File: src/rtl/mdu_iter.sv
// mdu_iter: iterative MIPS multiply/divide unit holding the HI/LO registers
module mdu_iter #(
  parameter int WIDTH = 32
) (
  input  logic             clk,
  input  logic             rst_n,
  input  logic [WIDTH-1:0] A,
  input  logic [WIDTH-1:0] B,
  input  logic [2:0]       MDOp,
  input  logic             Start,
  output logic             Busy,
  output logic             Done,
  output logic             DivByZero,
  output logic [WIDTH-1:0] HI,
  output logic [WIDTH-1:0] LO
);
  localparam int CW = $clog2(WIDTH);
  typedef enum logic [1:0] {IDLE, MUL, DIV, FIN} state_t;
  state_t state, state_n;
  logic [CW-1:0] cnt;
  logic [2*WIDTH-1:0] acc, acc_mul, acc_div, prod;
  logic [WIDTH-1:0] opb, abs_a, abs_b, quo, rem;
  logic [WIDTH:0] sum, diff;
  logic is_mul, sgn, sgn_r, dbz, accept, sgnd, last;
  assign accept = state == IDLE && Start;
  assign sgnd = !MDOp[0];
  assign abs_a = sgnd && A[WIDTH-1] ? -A : A;
  assign abs_b = sgnd && B[WIDTH-1] ? -B : B;
  assign last = cnt == CW'(WIDTH - 1);
  assign Busy = state != IDLE;
  assign sum = {1'b0, acc[2*WIDTH-1:WIDTH]} + {1'b0, {WIDTH{acc[0]}} & opb};
  assign acc_mul = {sum, acc[WIDTH-1:1]};
  assign diff = acc[2*WIDTH-1:WIDTH-1] - {1'b0, opb};
  assign acc_div = diff[WIDTH] ? {acc[2*WIDTH-2:0], 1'b0} : {diff[WIDTH-1:0], acc[WIDTH-2:0], 1'b1};
  assign prod = sgn ? -acc : acc;
  assign quo = sgn ? -acc[WIDTH-1:0] : acc[WIDTH-1:0];
  assign rem = sgn_r ? -acc[2*WIDTH-1:WIDTH] : acc[2*WIDTH-1:WIDTH];
  always_comb begin
    state_n = accept && MDOp[2:1] == 2'b00 ? MUL :
              accept && MDOp[2:1] == 2'b01 ? DIV :
              (state == MUL || state == DIV) && last ? FIN :
              state == FIN ? IDLE : state;
  end
  always_ff @(posedge clk or negedge rst_n) begin
    if (!rst_n) begin
      state <= IDLE;
      cnt <= '0;
      acc <= '0;
      opb <= '0;
      is_mul <= 1'b0;
      sgn <= 1'b0;
      sgn_r <= 1'b0;
      dbz <= 1'b0;
      Done <= 1'b0;
      DivByZero <= 1'b0;
      HI <= '0;
      LO <= '0;
    end else begin
      state <= state_n;
      Done <= state == FIN;
      cnt <= state == MUL || state == DIV ? cnt + 1'b1 : '0;
      if (accept && !MDOp[2]) begin
        is_mul <= !MDOp[1];
        acc <= {{WIDTH{1'b0}}, MDOp[1] ? abs_a : abs_b};
        opb <= MDOp[1] ? abs_b : abs_a;
        sgn <= sgnd && (A[WIDTH-1] ^ B[WIDTH-1]);
        sgn_r <= sgnd && A[WIDTH-1];
        dbz <= B == '0;
        if (!MDOp[1]) DivByZero <= 1'b0;
      end else if (state == MUL) acc <= acc_mul;
      else if (state == DIV) acc <= acc_div;
      if (accept && MDOp == 3'b100) HI <= A;
      if (accept && MDOp == 3'b101) LO <= A;
      if (state == FIN && is_mul) {HI, LO} <= prod;
      if (state == FIN && !is_mul) DivByZero <= dbz;
      if (state == FIN && !is_mul && !dbz) begin
        HI <= rem;
        LO <= quo;
      end
    end
  end
endmodule

File: config.mk
export PLATFORM = sky130hd
export DESIGN_NAME = mdu_iter
export DESIGN_NICKNAME = d
export VERILOG_FILES = /design/src/rtl/mdu_iter.sv
export SDC_FILE = /design/constraint.sdc
export NUM_CORES = 1
export LEC_CHECK = 0
export CAP_MARGIN = 20
export CORE_UTILIZATION = 60
export DETAILED_ROUTE_END_ITERATION = 8
export GPL_TIMING_DRIVEN = 0
export PLACE_DENSITY = 0.82
export SYNTH_ARGS = -nofsm -noshare
export SYNTH_HDL_FRONTEND = slang
export SYNTH_SLANG_ARGS = --single-unit
File: constraint.sdc
create_clock -name clk -period 11 [get_ports clk]
set_clock_uncertainty 0.2 [all_clocks]
set_input_delay 3.3 -clock clk [delete_from_list [all_inputs] [get_ports clk]]
set_output_delay 3.3 -clock clk [all_outputs]
set_load 0.05 [all_outputs]
# Word level (Yosys, flattened, before mapping)
# Index checks and enable logic that the tools add are counted.
[word_totals]
ff_bits = 173
word_cells = 84
[op_classes]
muxes = 25
n_eq_ne = 8
reduce_logical = 29
addsub = 8
bitwise = 2
[ops]
columns = ["cell", "count"]
rows = [
  ["$mux 32", 12],
  ["$mux 64", 5],
  ["$neg 32->32", 4],
  ["$neg 64->64", 1],
  ["$add 32x32->33", 1],
  ["$sub 33x32->33", 1],
  ["$and 32x32->32", 1],
  ["$logic_not 32->1", 1],
  ["$logic_and 1x1->1", 13],
  ["$reduce_bool 3->1", 3],
  ["$mux 2", 4],
  ["$eq 3x3->1 const B", 2],
  ["$add 5x1->5 const B", 1],
  ["$eq 5x5->1 const B", 1],
  ["$logic_not 1->1", 5],
  ["$mux 5", 1],
  ["$eq 2x1->1 const B", 2],
  ["$eq 2x2->1 const B", 2],
  ["$logic_not 2->1", 2],
  ["$reduce_bool 2->1", 2],
  ["$reduce_bool 4->1", 1],
  ["$mux 1", 3],
  ["$ne 2x1->1 const B", 1],
  ["$reduce_and 2->1", 1],
  ["2 further kinds", 2],
]

# Longest topological paths before layout
[logic_depth]
word_depth = 6
mapped_depth = 14
depth_no_buf = 13

# Least setup slack after synthesis
# No wires, ideal clock.
[synth_path]
path_type = "input -> register"
start = "input A[5]"
end = "register acc[27]"
slack_ns = 5.400
arrival_time_ns = 5.266
stages = 10
setup_ns = 0.133
path_cell_list = "or4_1 -> clkbuf_1 -> nor4_1 -> and3b_1 -> and2_1 -> nor2_1 -> xnor2_1 -> nand2_1 -> o211ai_1 -> o21ai_0"
[synth_via]
elab_chain_len = 4
[synth_rtl]
columns = ["element", "line_no", "rtl"]
rows = [
  ["start: declaration", "7", "input logic [WIDTH-1:0] A,"],
  ["$neg 32->32", "27", "assign abs_a = sgnd && A[WIDTH-1] ? -A : A;"],
  ["$mux 32", "27", ""],
  ["$mux 32", "64", "acc <= {{WIDTH{1'b0}}, MDOp[1] ? abs_a : abs_b};"],
  ["$mux 64", "62", "if (accept && !MDOp[2]) begin"],
  ["end signal: assignment", "64", ""],
  ["end signal: assignment", "70", "end else if (state == MUL) acc <= acc_mul;"],
  ["end signal: assignment", "71", "else if (state == DIV) acc <= acc_div;"],
  ["end: declaration", "21", "logic [2*WIDTH-1:0] acc, acc_mul, acc_div, prod;"],
]
# No other way between the ends.
# A chain may end at the register's enable or synchronous reset.

# Final worst setup path
[layout_path]
start = "input A[10]"
end = "register acc[27]"
# Same word-level chain as after synthesis.

==> results.sh <==
export IMPL_seq_area_frac_synth=0.273
export IMPL_post_route_period_util=0.610
export IMPL_grt_max_degree=98
export IMPL_path_clk_slew_ns=0.08
export IMPL_synth_fp_nets=2260
export IMPL_cp_arrival_ns=6.82
export IMPL_worstSkewPairLatency_ns=0.46
export IMPL_path_max_fanout=4
export IMPL_grt_overflow=0
export IMPL_initial_utilization=0.610
export IMPL_power_density_mw_per_mm2=388
export IMPL_nNetsFinal=2415
export IMPL_cts_sinks=173
export IMPL_cts_setup_buffers=0
export IMPL_cap_violations=0
export IMPL_synth_top_area_share=0.273
export IMPL_ios=137
export IMPL_slowest_delay_ns=0.73
export IMPL_status="finished, final reports clean"
export IMPL_rsz0062_at_grt="false"
export IMPL_die_area_mm2=0.0271
export IMPL_clock_path_buffers=2
export IMPL_die_y_um=164
export IMPL_cp_top_family="simple AND/OR/NAND/NOR gates"
export IMPL_vdd_ir_drop_max_mv=0.246
export IMPL_finalSetupTns_ns=0
export IMPL_cts_tree="built"
export IMPL_yosysUniqueCellTypes=74
export IMPL_min_path_type="reg2reg"
export IMPL_hpwl_um=49900
export IMPL_area_growth_pct=15.1
export IMPL_layout_drive_gt1_share=0.0298
export IMPL_ys_warn_count=0
export IMPL_first_iter_violations=2566
export IMPL_hold_slack_ns=0.257
export IMPL_vias_per_cell=6.83
export IMPL_maxSlewHeadroom=0.228
export IMPL_async_flop_share=1.00
export IMPL_drc=0
export IMPL_first_pass_iters=7
export IMPL_dieWidth_um=164
export IMPL_crit_type="in2reg"
export IMPL_synth_seq_cells=173
export IMPL_yosysTopAreaCell="dfrtp_1"
export IMPL_startpoint_type="primary input"
export IMPL_routedWlPerCell_um=24.4
export IMPL_synth_area_leaders="dfrtp_1 27%, o21ai_0 7.1%, nand2_1 6.7%, ha_1 5.8%, xnor2_1 5.6%"
export IMPL_routabilityCongestion=1.03
export IMPL_p_total_uw=7070
export IMPL_p_leak_uw=0.00737
export IMPL_final_util=0.702
export IMPL_final_min_clock_period_ns=6.71
export IMPL_path_buf_inv=1
export IMPL_setup_violations_final=0
export IMPL_grt_pass1_vias=16283
export IMPL_end_kind="flip-flop"
export IMPL_fmax_ghz=0.149
export IMPL_synth_edf_count=0
export IMPL_avgSynthCellArea_um2=7.49
export IMPL_synth_area_mm2=0.0158
export IMPL_synth_commonest_cells="281 x nand2_1, 224 x o21ai_0, 214 x nor2_1"
export IMPL_cp_slowest_cell="nor4_1"
export IMPL_core_mm2=0.0260
export IMPL_maxSlewViolCount=0
export IMPL_cts_hold_buf=0
export IMPL_track_usage=0.475
export IMPL_antenna_found_initial=1
export IMPL_via_count=17887
export IMPL_synthCells=2115
export IMPL_cts_root_buf="clkbuf_16"
export IMPL_rows=59
export IMPL_n_antenna_cell=0
export IMPL_grt_first_pass_wirelength_um=95500
export IMPL_cts_max_level=4
export IMPL_worstPathRequired_ns=11.11
export IMPL_synth_flop_cell="dfrtp_1"
export IMPL_cts_made_buffers=17
export IMPL_routed_wl_um=63900
export IMPL_postRouteAntennaNets=0
export IMPL_cts_resized=0
export IMPL_tightest_slew_ns=1.15
export IMPL_hold_viol_final=0
export IMPL_path_cells="clkdlybuf4s50_1 > or4_1 > nor4_1 > and3b_1 > and2_1 > nor2_1 > xnor2_1 > nand2_1 > o211ai_1 > o21ai_0"
export IMPL_portBuffers=135
export IMPL_yosysMostFrequentCell="nand2_1"
report_power, final:
part | internal, uW | leakage [uW] | switching (uW)
Sequential | 956 | 0.00202 | 344
Combinational | 1810 | 0.00507 | 3320
Clock | 309 | 0.000281 | 324
Total | 3080 | 0.00737 | 3990
worst paths after layout:
check / from / cells after the start / endpoint / slack [ns]
min in group asynchronous: rst_n / 1 / HI[9] / 2.61
worst min-delay path: cnt[0] / 1 / cnt[0] / 0.26
worst max-delay path: A[10] / 10 / acc[27] / 4.29
worst max register to register: acc[0] / 13 / acc[60] / 6.02
max in group asynchronous: rst_n / 2 / opb[21] / 7.06
worst min register to register: cnt[0] / 1 / cnt[0] / 0.26
placed cells by master, fill, tap and decap left out, types with 72 or more instances in the layout:
| master | synthesis | final |
|---|---|---|
| o211ai_1 | 75 | 75 |
| ha_1 | 73 | 73 |
| inv_1 | 72 | 72 |
| xor2_1 | 89 | 89 |
| nor2_1 | 214 | 214 |
| dfrtp_1 | 173 | 173 |
| o21ai_0 | 224 | 224 |
| a21oi_1 | 146 | 146 |
| xnor2_1 | 102 | 102 |
| clkdlybuf4s50_1 | 0 | 134 |
| nand2_1 | 281 | 281 |
| clkbuf_1 | 129 | 129 |
routing by layer:
metal	track usage	vias up	wire, um
met5	0	-	12
met4	0.247	2	3740
met3	0.132	252	9000
met2	0.693	1383	26600
met1	0.637	8394	24600
li1	-	7856	-
state kept, by name (all words and copies together) (netlist names):
register   count
Done           1
sgn            1
HI            32
is_mul         1
dbz            1
sgn_r          1
state          2
cnt            5
acc           64
DivByZero      1
LO            32
opb           32
logic make-up after synthesis:
logic type,count (synthesis),synth area share
buf+inv,223,0.0535
compound gates,666,0.259
fa+ha+maj,75,0.0602
simple gates,720,0.205
flops,173,0.273
xor+xnor,192,0.107
mux,66,0.0425
stage by stage:
stage / std cells / setup WS (ns) / area [um2]
5_1_grt: 2618 / 4.26 / 18200
3_3_place_gp: 2585 / -0.663 / 17600
2_1_floorplan: 2115 / 5.40 / 15800
3_5_place_dp: 2586 / 4.13 / 17600
4_1_cts: 2618 / 4.55 / 18200
6_report: 2618 / 4.29 / 18200
layout make-up:
| cell class | instances | area [um2] |
|---|---|---|
| clock buffers | 18 | 439 |
| clock inverters | 14 | 145 |
| repair buffers | 136 | 1380 |
| multi-input cells | 1719 | 10700 |
| flip-flops and latches | 173 | 4330 |
| plain buffers | 151 | 578 |
| fillers | 2176 | 7750 |
| inverters | 72 | 270 |
| well taps | 335 | 419 |
Note: power is estimated with default switching activity, not from simulation.
